## src/rtl/regfile_wport_arbiter_pkg.sv

```systemverilog
`default_nettype none
// ============================================================================
// Module      : regfile_wport_arbiter_pkg
// Description : Shared widths, register-zero constant and write-entry type.
// Revision    : 1.0
// ============================================================================
`ifndef DWORD
`define DWORD 32
`endif

package regfile_wport_arbiter_pkg;
  localparam int REG_AW  = 5;
  localparam int REG_DW  = `DWORD;
  localparam int REG_NUM = 1 << REG_AW;

  localparam logic [REG_AW-1:0] REG_ZERO = '0;

  typedef struct packed {
    logic [REG_AW-1:0] addr;
    logic [REG_DW-1:0] data;
  } wr_entry_t;
endpackage
`default_nettype wire

```

## src/rtl/regfile_wport_arbiter_wport_fifo.sv

```systemverilog
`default_nettype none
// ============================================================================
// Module      : wport_fifo
// Description : Synchronous FIFO holding deferred multicycle write entries.
// Revision    : 1.0
// ============================================================================
module wport_fifo
  import regfile_wport_arbiter_pkg::*;
#(
  parameter int DEPTH = 2
) (
  input  logic      clk,
  input  logic      rst_n,
  input  logic      push,
  input  wr_entry_t push_entry,
  input  logic      pop,
  output logic      full,
  output logic      empty,
  output wr_entry_t head
);
  localparam int PTR_W = $clog2(DEPTH);
  localparam logic [PTR_W-1:0] c_ptr_one = 1;
  localparam logic [PTR_W:0]   c_cnt_one = 1;
  localparam logic [PTR_W:0]   c_cnt_max = (PTR_W+1)'(DEPTH);

  wr_entry_t        r_mem [DEPTH];
  logic [PTR_W-1:0] r_wr_ptr;
  logic [PTR_W-1:0] r_rd_ptr;
  logic [PTR_W:0]   r_count;
  logic             w_do_push;
  logic             w_do_pop;

  assign full      = (r_count == c_cnt_max);
  assign empty     = (r_count == '0);
  assign w_do_push = push & ~full;
  assign w_do_pop  = pop & ~empty;
  assign head      = r_mem[r_rd_ptr];

  always_ff @(posedge clk or negedge rst_n) begin
    if (!rst_n) begin
      r_wr_ptr <= '0;
      r_rd_ptr <= '0;
      r_count  <= '0;
    end else begin
      if (w_do_push) r_wr_ptr <= r_wr_ptr + c_ptr_one;
      if (w_do_pop)  r_rd_ptr <= r_rd_ptr + c_ptr_one;
      if (w_do_push && !w_do_pop)      r_count <= r_count + c_cnt_one;
      else if (w_do_pop && !w_do_push) r_count <= r_count - c_cnt_one;
    end
  end

  // Storage needs no reset: occupancy is governed by the pointers.
  always_ff @(posedge clk) begin
    if (w_do_push) r_mem[r_wr_ptr] <= push_entry;
  end
endmodule
`default_nettype wire

```

## src/rtl/regfile_wport_arbiter.sv

```systemverilog
`default_nettype none
// ============================================================================
// Module      : regfile_wport_arbiter
// Description : Shares the register-file write port between writeback (A)
//               and the multicycle unit (B), with scoreboard hazard output.
// Revision    : 1.0
// ============================================================================
module regfile_wport_arbiter
  import regfile_wport_arbiter_pkg::*;
#(
  parameter int FIFO_DEPTH = 2,
  parameter int CNT_W      = 16
) (
  input  logic              clk,
  input  logic              rst_n,
  input  logic              a_we,
  input  logic [REG_AW-1:0] a_addr,
  input  logic [REG_DW-1:0] a_data,
  input  logic              b_valid,
  output logic              b_ready,
  input  logic [REG_AW-1:0] b_addr,
  input  logic [REG_DW-1:0] b_data,
  input  logic              sb_set,
  input  logic [REG_AW-1:0] sb_addr,
  input  logic [REG_AW-1:0] rs_addr,
  input  logic [REG_AW-1:0] rt_addr,
  output logic              hazard,
  output logic              w,
  output logic [REG_AW-1:0] w_addr_reg,
  output logic [REG_DW-1:0] w_data_reg,
  output logic [CNT_W-1:0]  defer_cnt
);
  wr_entry_t          w_head;
  wr_entry_t          w_b_entry;
  logic               w_full;
  logic               w_empty;
  logic               w_b_accept;
  logic               w_push;
  logic               w_pop;
  logic               w_sel_valid;
  logic [REG_AW-1:0]  w_sel_addr;
  logic [REG_DW-1:0]  w_sel_data;
  logic               w_b_commit;
  logic [REG_AW-1:0]  w_commit_addr;
  logic [REG_NUM-1:0] r_busy;
  logic [REG_NUM-1:0] w_busy_next;
  logic [CNT_W-1:0]   r_defer_cnt;

  assign w_b_entry  = '{addr: b_addr, data: b_data};
  assign b_ready    = ~w_full;
  assign w_b_accept = b_valid & b_ready;
  assign w_push     = w_b_accept & (a_we | ~w_empty);

  always_comb begin
    w_sel_valid   = 1'b0;
    w_sel_addr    = '0;
    w_sel_data    = '0;
    w_pop         = 1'b0;
    w_b_commit    = 1'b0;
    w_commit_addr = '0;
    if (a_we) begin
      w_sel_valid = 1'b1;
      w_sel_addr  = a_addr;
      w_sel_data  = a_data;
    end else if (!w_empty) begin
      w_sel_valid   = 1'b1;
      w_sel_addr    = w_head.addr;
      w_sel_data    = w_head.data;
      w_pop         = 1'b1;
      w_b_commit    = 1'b1;
      w_commit_addr = w_head.addr;
    end else if (w_b_accept) begin
      w_sel_valid   = 1'b1;
      w_sel_addr    = b_addr;
      w_sel_data    = b_data;
      w_b_commit    = 1'b1;
      w_commit_addr = b_addr;
    end
  end

  // r0 writes are consumed (pop / busy clear) but never reach the regfile.
  assign w          = w_sel_valid & (w_sel_addr != REG_ZERO);
  assign w_addr_reg = w_sel_addr;
  assign w_data_reg = w_sel_data;

  wport_fifo #(
    .DEPTH (FIFO_DEPTH)
  ) u_wport_fifo (
    .clk        (clk),
    .rst_n      (rst_n),
    .push       (w_push),
    .push_entry (w_b_entry),
    .pop        (w_pop),
    .full       (w_full),
    .empty      (w_empty),
    .head       (w_head)
  );

  // Clear first so a same-edge issue to the same register keeps it busy.
  always_comb begin
    w_busy_next = r_busy;
    if (w_b_commit) w_busy_next[w_commit_addr] = 1'b0;
    if (sb_set && (sb_addr != REG_ZERO)) w_busy_next[sb_addr] = 1'b1;
    w_busy_next[0] = 1'b0;
  end

  always_ff @(posedge clk or negedge rst_n) begin
    if (!rst_n) begin
      r_busy      <= '0;
      r_defer_cnt <= '0;
    end else begin
      r_busy <= w_busy_next;
      if (w_push && (r_defer_cnt != '1)) r_defer_cnt <= r_defer_cnt + 1'b1;
    end
  end

  assign hazard    = r_busy[rs_addr] | r_busy[rt_addr];
  assign defer_cnt = r_defer_cnt;
endmodule
`default_nettype wire

```

## config.mk

```make
export PLATFORM = sky130hd
export DESIGN_NAME = regfile_wport_arbiter
export DESIGN_NICKNAME = d
export VERILOG_FILES = /design/src/rtl/regfile_wport_arbiter_pkg.sv /design/src/rtl/regfile_wport_arbiter_wport_fifo.sv /design/src/rtl/regfile_wport_arbiter.sv
export SDC_FILE = /design/constraint.sdc
export NUM_CORES = 1
export LEC_CHECK = 0
export CORE_MARGIN = 3
export CORE_UTILIZATION = 40
export CTS_CLUSTER_DIAMETER = 100
export DETAILED_ROUTE_END_ITERATION = 8
export PLACE_DENSITY = 0.69
export SLEW_MARGIN = 0
export SYNTH_ARGS = -nofsm -noshare
export SYNTH_HDL_FRONTEND = slang
export SYNTH_SLANG_ARGS = --single-unit
```

## constraint.sdc

```tcl
create_clock -name clk -period 3.7 [get_ports clk]
set_input_delay 0.555 -clock clk [delete_from_list [all_inputs] [get_ports clk]]
set_output_delay 0.555 -clock clk [all_outputs]
set_load 0.005 [all_outputs]
```

Yosys cells after proc, flatten, opt, wreduce, memory -nomap -nowiden
Memories as Yosys holds them, arrays and structs flattened.
Cells that the tools add are included.

operators by class
  reductions and logical operators = 12
  muxes and demuxes = 27
  bitwise gates (word level) = 12
  equality and inequality tests = 2
  $add $sub $neg = 5
  $lt $le $gt $ge = 6

operators with widths
  cell                   number
  $mux 32                5
  $and 32x32->32         1
  $not 32->32            1
  $or 32x32->32          1
  $lt 5x6->1 const B     4
  $mux 5                 4
  $add 16x1->16 const B  1
  $ne 16x16->1 const B   1
  $mux 1                 12
  $bmux 1 s5             2
  $demux 1 s5            2
  $ge 5x1->1 const B     2
  $reduce_bool 5->1      2
  $logic_and 1x1->1      6
  $and 1x1->1            5
  $mux 2                 2
  $add 1x1->1 const B    2
  $add 2x1->2 const B    1
  $eq 2x2->1 const B     1
  $logic_not 1->1        2
  $logic_not 2->1        1
  $not 1->1              2
  $or 1x1->1             2
  $reduce_bool 2->1      1
  $sub 2x1->2 const B    1

storage, ports and cells
  output and inout bits = 56
  memories = 1
  register bits = 51
  RAM bits = 74
  logic and storage cells = 70
  input bits = 94

memory list
  name                depth  width  read ports  clocked after Yosys merged registers in  write ports  RTL line                                RTL
  u_wport_fifo.r_mem  2      37     1           0                                        1            regfile_wport_arbiter_wport_fifo.sv:26  wr_entry_t r_mem [DEPTH];

Depth between registers and ports, before layout
Gate-level depths: netlist of the first run.

  depth in word-level cells = 15
  depth in mapped cells = 8
  gate-level depth less buffers = 7

By module
From an unflattened synthesis of the first run, not the netlist that was laid out.

unflattened totals
  cells, all modules = 487
  area total of the unflattened synthesis = 6,363.6 sq um

by module, submodules not included
  module                 times used  area each (sq um)  cells an instance
  regfile_wport_arbiter  1           3,414.5            353
  wport_fifo             1           2,949.1            134

Worst setup path before layout of the first run
OpenSTA, ideal clock, no wires.

  kind = input port to flip-flop
  start = input port b_valid
  end = memory u_wport_fifo.r_mem[0][0] in the netlist's numbering, enable pin
  path buffers = 1
  cell stages on the path = 3
  library setup time = 431 ps
  data arrival time = 2,466 ps
  setup slack = 802 ps
  required time = 3,269 ps
  cell sequence = buf_2 > o21ai_1 > nor2_1

on the way
  word-level cells in the longest chain between the ends = 5

RTL lines
  element                       RTL line                                RTL
  start, declared               regfile_wport_arbiter.sv:19             input logic b_valid,
  $and 1x1->1                   regfile_wport_arbiter.sv:51             assign w_b_accept = b_valid & b_ready;
  $and 1x1->1                   regfile_wport_arbiter.sv:52             assign w_push = w_b_accept & (a_we | ~w_empty);
  $and 1x1->1                   regfile_wport_arbiter_wport_fifo.sv:35  assign w_do_push = push & ~full;
  $mux 1                        regfile_wport_arbiter_wport_fifo.sv:54  if (w_do_push) r_mem[r_wr_ptr] <= push_entry;
  $mux 1 (implied by the code)  regfile_wport_arbiter_wport_fifo.sv:54
  end, declared                 regfile_wport_arbiter_wport_fifo.sv:26

No other way between the ends.

Final worst setup path of the first run
  start = input port rs_addr[0]
  end = output port hazard

on the way
  word-level cells in the longest chain between the ends = 3

RTL lines
  element                       RTL line                      RTL
  start, declared               regfile_wport_arbiter.sv:25   input logic [REG_AW-1:0] rs_addr,
  $bmux 1 s5                    regfile_wport_arbiter.sv:117  assign hazard = r_busy[rs_addr] | r_busy[rt_addr];
  $mux 1 (implied by the code)  regfile_wport_arbiter.sv:117
  $or 1x1->1                    regfile_wport_arbiter.sv:117
  end, declared                 regfile_wport_arbiter.sv:27   output logic hazard,

No other way between the ends. The select of a mux whose other input is x is not followed.

==> results of run 1 <==
## flip-flops by register name, indices dropped and copies added, names as in the netlist
register,flops
u_wport_fifo.r_rd_ptr,1
r_busy,31
u_wport_fifo.r_count,2
u_wport_fifo.r_wr_ptr,1
defer_cnt,16
u_wport_fifo.r_mem,74
## how the worst min path moves through the flow
stage / to / depth (start not counted) / slack, ps
floorplan: defer_cnt[0]$_DFFE_PN0P_ / 0 / 260
global placement: defer_cnt[5]$_DFFE_PN0P_ / 1 / 480
detailed placement: defer_cnt[13]$_DFFE_PN0P_ / 1 / 490
CTS: r_busy[19]$_DFF_PN0_ / 1 / 190
global route: r_busy[19]$_DFF_PN0_ / 1 / 210
finish: r_busy[17]$_DFF_PN0_ / 1 / 180
## metrics by stage
stage | cells | power (mW) | setup slack [ps]
2_1_floorplan | 543 | 3.34 | 802
3_3_place_gp | 881 | 4.13 | 303
3_5_place_dp | 881 | 4.18 | 267
4_1_cts | 912 | 5.87 | 260
5_1_grt | 912 | 6.17 | 135
6_report | 912 | 5.83 | 280
## power breakdown
group	switching (mW)	total, mW	internal, mW
Combinational	0.942	1.95	1.01
Sequential	0.323	2.21	1.89
Clock	0.607	1.67	1.06
Total	1.87	5.83	3.96
## layer usage
layer / GRT usage, % / routed length, um
met1: 23.7 / 7060
met2: 31.7 / 8190
met3: 4.71 / 714
met4: 5.78 / 259
met5: 0 / 0
## worst register-to-register path: cells and delay by family, from the launching register on
kind            cells  cell delay [ps]
simple gates        2             1040
compound gates      3              620
flops               1              530
## final cells by class
| cell class | count | area (um^2) | area share, % |
|---|---|---|---|
| Inverter | 36 | 135 | 1.57 |
| Timing Repair Buffer | 158 | 1560 | 18.1 |
| Tap cell | 211 | 264 | 3.06 |
| Clock buffer | 18 | 429 | 4.98 |
| Clock inverter | 13 | 164 | 1.90 |
| Sequential cell | 125 | 3500 | 40.6 |
| Multi-Input combinational cell | 351 | 2570 | 29.8 |
## logic make-up (layout without fill, tap and decap cells)
family | count (synthesis) | in the layout | share of synthesized area [%]
compound gates | 152 | 152 | 15.5
xor+xnor | 20 | 20 | 2.77
simple gates | 118 | 118 | 9.68
fa+ha+maj | 2 | 2 | 0.396
mux | 59 | 59 | 12.0
flops | 125 | 125 | 55.4
buf+inv | 67 | 225 | 4.28
## cell usage in the layout (no fill, tap or decap), types with 3 or more instances in the layout
| cell | Yosys | layout |
|---|---|---|
| and3_1 | 4 | 4 |
| o21ai_0 | 53 | 53 |
| a21oi_1 | 38 | 38 |
| clkdlybuf4s50_1 | 0 | 147 |
| xor2_1 | 9 | 9 |
| nand2b_1 | 3 | 3 |
| inv_1 | 36 | 36 |
| or3_1 | 3 | 3 |
| nand3_1 | 9 | 9 |
| mux2i_1 | 42 | 42 |
| nand2_1 | 24 | 24 |
| dfrtp_1 | 51 | 50 |
| mux4_2 | 13 | 13 |
| xnor2_1 | 11 | 11 |
| clkinv_2 | 0 | 3 |
| mux2_2 | 4 | 4 |
| a2bb2oi_2 | 3 | 3 |
| clkbuf_16 | 0 | 17 |
| buf_4 | 0 | 8 |
| o21ai_1 | 10 | 10 |
| nand4_1 | 4 | 4 |
| o211ai_1 | 5 | 5 |
| nor3_1 | 3 | 3 |
| edfxtp_1 | 74 | 74 |
| a311oi_1 | 33 | 33 |
| nor2_1 | 45 | 43 |
| bufinv_16 | 0 | 3 |
| inv_6 | 0 | 3 |
| nand3b_1 | 11 | 11 |
==> reports/metrics.cfg, run 1 <==
[grt]
grt_pass1_wl_mm = 26.2
grt_max_degree = 74
overflow = 0
antenna_found_initial = 0
grt_pass1_vias = 5008
track_usage_pct = 18.7

[clocking]
ctsHoldBuffers = 0
cts_num_sinks = 125
post_cts_buffers = 0
clk_pin_slew_ps = 60
cts_made_buffers = 17
cts_buffer_depth = 2
cts_tree = yes
htreeDepth = 4
clk_root_buffer_cell = clkbuf_16
post_cts_resized = 0
insertion_delay_ps = 410

[setup_path]
cp.required_ps = 3140
critPathMostFrequentCell = clkdlybuf4s50_1
worst-path-buf-inv = 2
worst_ep_arrival_time_ps = 2860
cpPeakStageDelay_ps = 770
path_delay_family = buffers and inverters
cpMaxStageDelayCell = clkdlybuf4s50_1
rr_worst_depth = 5
path_cells = clkdlybuf4s50_1, mux4_2, mux2_2, a21oi_1, o211ai_1, clkdlybuf4s50_1
r2r-start = u_wport_fifo.r_count[0]$_DFFE_PN0P_
startpoint_type = input pin
ff2ff_setup_slack_ps = 1360
cp-startpoint = rs_addr[0]
critical_path_depth = 6
critPathCaptureType = primary output
critPathKind = in2out
endpoint = hazard
r2r-end = r_busy[5]$_DFF_PN0_
path_max_fanout = 8

[pwr]
power_density_mw_per_mm2 = 677
p_leak_nw = 3.31
vdd_drop_max_mv = 0.405

[finish]
design_area_mm2 = 0.00862
diodes = 0
fill_cells = 1322
drive_gt1_share_pct = 10.4
fin_nets = 785
area_growth_pct = 36.4
final_util_pct = 56.3

[timing]
drv_slew = 0
post-route-period-util_pct = 92.4
fmax_ghz = 0.292
clock_skew_ps = 7.87
period_needed_ps = 3420
finalHoldViolations = 0
max_slew.worst_pin.slew_ps = 759
hold_ws_ps = 185
fin_setup_tns_ps = 0
relSlewSlack_pct = 49.4
setup_violations = 0
rsz0062_at_grt = false

[drt]
dr_total_vias = 4957
drc = 0
drt-total-wl_mm = 16.2
wl_per_cell_um = 17.8
drtPass1Iterations = 5
via_per_inst = 5.44
ant_nets = 0
drtIter0Drc = 353

[logic_synthesis]
post-synth-top-count-cell = edfxtp_1
yosys_warnings = 0
syn_inst = 543
yosys.area.top_type = edfxtp_1
synth_seq_area_share_pct = 55.4
synth_area_leaders = edfxtp_1, dfrtp_1, mux2i_1
ys.flop_type = edfxtp_1
async_reset_ff_share_pct = 40.8
ys_top_cells_by_count = edfxtp_1, o21ai_0, dfrtp_1
synthDominantCellAreaShare_pct = 35.2
synth-edff-count = 74
synth_area_mm2 = 0.00632
synth_nets = 639
avgSynthCellArea_um2 = 11.6
ys_ff_latch = 125
ys_types = 45

[outcome]
status = complete, no violations

[floorplan]
die_area_mm2 = 0.0173
io-pin-count = 150
die_h_um = 132
design.core.area_mm2 = 0.0153
initial_core_util_pct = 41.3
rows = 45
die_w_um = 132

[placed_design]
placedInstanceArea_mm2 = 0.00803
place_congestion = 0.929
dp_hpwl_mm = 11.3
io_buffers = 149

[flow_run]
drv_cap = 0

[min_path]
hold_class = in2async

(Power assumes the default switching activity.)
==> run 2, diff against run 1 <==
--- a/config.mk
+++ b/config.mk
@@ -5,11 +5,13 @@
 export SDC_FILE = /design/constraint.sdc
 export NUM_CORES = 1
 export LEC_CHECK = 0
+export ABC_CLOCK_PERIOD_IN_PS = 3700
 export CORE_MARGIN = 3
 export CORE_UTILIZATION = 40
 export CTS_CLUSTER_DIAMETER = 100
 export DETAILED_ROUTE_END_ITERATION = 8
 export PLACE_DENSITY = 0.69
+export SETUP_SLACK_MARGIN = 0.5
 export SLEW_MARGIN = 0
 export SYNTH_ARGS = -nofsm -noshare
 export SYNTH_HDL_FRONTEND = slang
==> reports/metrics.cfg, run 2 (synthesis results as in run 1) <==
[outcome]
status = complete, no violations

[timing]
fmax_ghz = 0.320  ; +9.6%
finalHoldViolations = 0  ; unchanged
rsz0062_at_grt = false
relSlewSlack_pct = 48.8  ; -0.63 points
period_needed_ps = 3120  ; -300 ps
max_slew.worst_pin.slew_ps = 769  ; +9.37 ps
drv_slew = 0  ; unchanged
clock_skew_ps = 7.39  ; -0.480 ps
post-route-period-util_pct = 84.3  ; -8.1 points
fin_setup_tns_ps = 0  ; unchanged
setup_violations = 0  ; unchanged

[setup_path]
path_cells = clkdlybuf4s50_1, buf_4, a311oi_1, a21oi_1, or3_1, clkdlybuf4s50_1
r2r-start = u_wport_fifo.r_count[0]$_DFFE_PN0P_
cpMaxStageDelayCell = clkdlybuf4s50_1
cp.required_ps = 3140  ; about the same
critPathKind = in2out
critPathMostFrequentCell = clkdlybuf4s50_1
cpPeakStageDelay_ps = 460  ; -310 ps
path_max_fanout = 25  ; +17
critPathCaptureType = primary output
ff2ff_setup_slack_ps = 1550  ; +190 ps
worst_ep_arrival_time_ps = 2570  ; -290 ps
r2r-end = r_busy[5]$_DFF_PN0_
startpoint_type = input pin
rr_worst_depth = 7  ; +2

[pwr]
p_leak_nw = 3.38  ; +2.3%
power.share.combinational_pct = 34.9  ; +1.4 points
power.internal_mw = 4.03  ; +1.7%
power.total_mw = 5.94  ; +1.8%
vdd_drop_max_mv = 0.483  ; +19%
switchingPower_mw = 1.91  ; +2.0%
power_density_mw_per_mm2 = 680  ; +0.58%
switching_share_pct = 32.2  ; +0.060 points
sequentialPowerShare_pct = 37.1  ; -0.8 points
clkPwrFrac_pct = 28.0  ; -0.6 points

[grt]
grt_pass1_vias = 5055  ; +0.94%
grt_max_degree = 74  ; unchanged
track_usage_pct = 19.0  ; +0.23 points
antenna_found_initial = 0  ; unchanged
grt_pass1_wl_mm = 26.4  ; +1.1%
overflow = 0  ; unchanged

[placed_design]
dp_hpwl_mm = 11.3  ; unchanged
placedInstanceArea_mm2 = 0.00803  ; unchanged
place_congestion = 0.929  ; unchanged
io_buffers = 149  ; unchanged

[finish]
diodes = 0  ; unchanged
drive_gt1_share_pct = 12.2  ; +1.8 points
largest_reg_flops = 74  ; unchanged
fill_cells = 1306  ; -1.2%
fin_nets = 795  ; +1.3%
regMostFlops = u_wport_fifo.r_mem
final_common_cell = clkdlybuf4s50_1
design_area_mm2 = 0.00873  ; +1.2%
area_growth_pct = 38.1
final_util_pct = 57.0  ; +0.70 points
layout_common_cells = clkdlybuf4s50_1, edfxtp_1, o21ai_0

[drt]
dr_total_vias = 5002  ; +0.91%
wl_per_cell_um = 18.0  ; +1.0%
drt-total-wl_mm = 16.6  ; +2.2%
ant_nets = 0  ; unchanged
via_per_inst = 5.43  ; -0.19%
drtIter0Drc = 297  ; -16%
drtPass1Iterations = 4  ; -1
drc = 0  ; unchanged

[floorplan]
initial_core_util_pct = 41.3  ; unchanged
die_area_mm2 = 0.0173  ; unchanged
die_w_um = 132  ; unchanged
die_h_um = 132  ; unchanged
design.core.area_mm2 = 0.0153  ; unchanged
rows = 45  ; unchanged
io-pin-count = 150  ; unchanged

[clocking]
cts_num_sinks = 125  ; unchanged
htreeDepth = 4  ; unchanged
cts_buffer_depth = 2  ; unchanged
ctsHoldBuffers = 0  ; unchanged
clk_root_buffer_cell = clkbuf_16
insertion_delay_ps = 410  ; about the same
clk_pin_slew_ps = 60  ; about the same
cts_tree = yes
cts_made_buffers = 17  ; unchanged

[min_path]
hold_class = in2async

[flow_run]
drv_cap = 0  ; unchanged

==> run 2: cell types whose count changed in the layout (fill, tap and decap cells not counted), moves of 2 or more <==
cell             before  now
dlymetal6s2s_1        0    2
dfrtp_1              50   48
clkbuf_2              0    2
buf_4                 8   15
clkdlybuf4s50_1     147  142
==> run 2: metrics by stage <==
step                      setup slack (ps)  hold WS (ps)  std cells
after floorplan                        802           259        543
after global placement                 303           484        881
after detailed placement               267           491        881
after CTS                              456           185        918
after global routing                   503           219        922
final                                  580           187        922
==> run 2: worst max path at each step <==
stage / end / cells past startpoint / start
6_report: w / 6 / b_valid
5_1_grt: w / 6 / u_wport_fifo.r_rd_ptr$_DFFE_PN0P_
4_1_cts: hazard / 7 / rt_addr[1]
3_5_place_dp: hazard / 6 / rs_addr[0]
3_3_place_gp: hazard / 6 / rt_addr[0]
2_1_floorplan: u_wport_fifo.r_mem[0][0]$_DFFE_PP_ / 3 / b_valid
==> run 2: final cells by class <==
cell class	instances	area (um^2)	area share [%]
inverter	36	135	1.55
clock inverter	13	164	1.88
sequential	125	3500	40.2
timing repair buffer	167	1640	18.8
multi-input combinational	352	2590	29.7
tap	211	264	3.03
clock buffer	18	429	4.92
==> run 2: timing repair <==
action / CTS / global route
pin swaps: 2 / 2
buffers inserted: 5 / 4
cloned: 1 / 0
gates resized for setup: 8 / 7
setup endpoints to repair: 25 / 2
==> run 2: per-layer routing <==
metal | vias to the layer above | share of wire [%] | global-route usage [%]
met5 | - | 0 | 0
met4 | 0 | 1.6 | 5.72
met3 | 17 | 4.4 | 4.67
met2 | 134 | 51 | 32.3
met1 | 2487 | 43 | 24.0
li1 | 2364 | - | -
==> run 2: power groups by stage <==
stage / clock, mW / combinational [mW] / sequential [mW]
after global placement: 0 / 1.92 / 2.21
final: 1.66 / 2.07 / 2.20
after detailed placement: 0 / 1.96 / 2.23
after floorplan: 0 / 1.29 / 2.06
after CTS: 1.69 / 2.05 / 2.20
after global routing: 1.76 / 2.28 / 2.24
==> run 2: critical path, delay by kind of cell <==
| kind | cells | cell delay (ps) |
|---|---|---|
| buffers and inverters | 3 | 1180 |
| AOI/OAI and AO/OA | 2 | 420 |
| and+or+nand+nor | 1 | 410 |
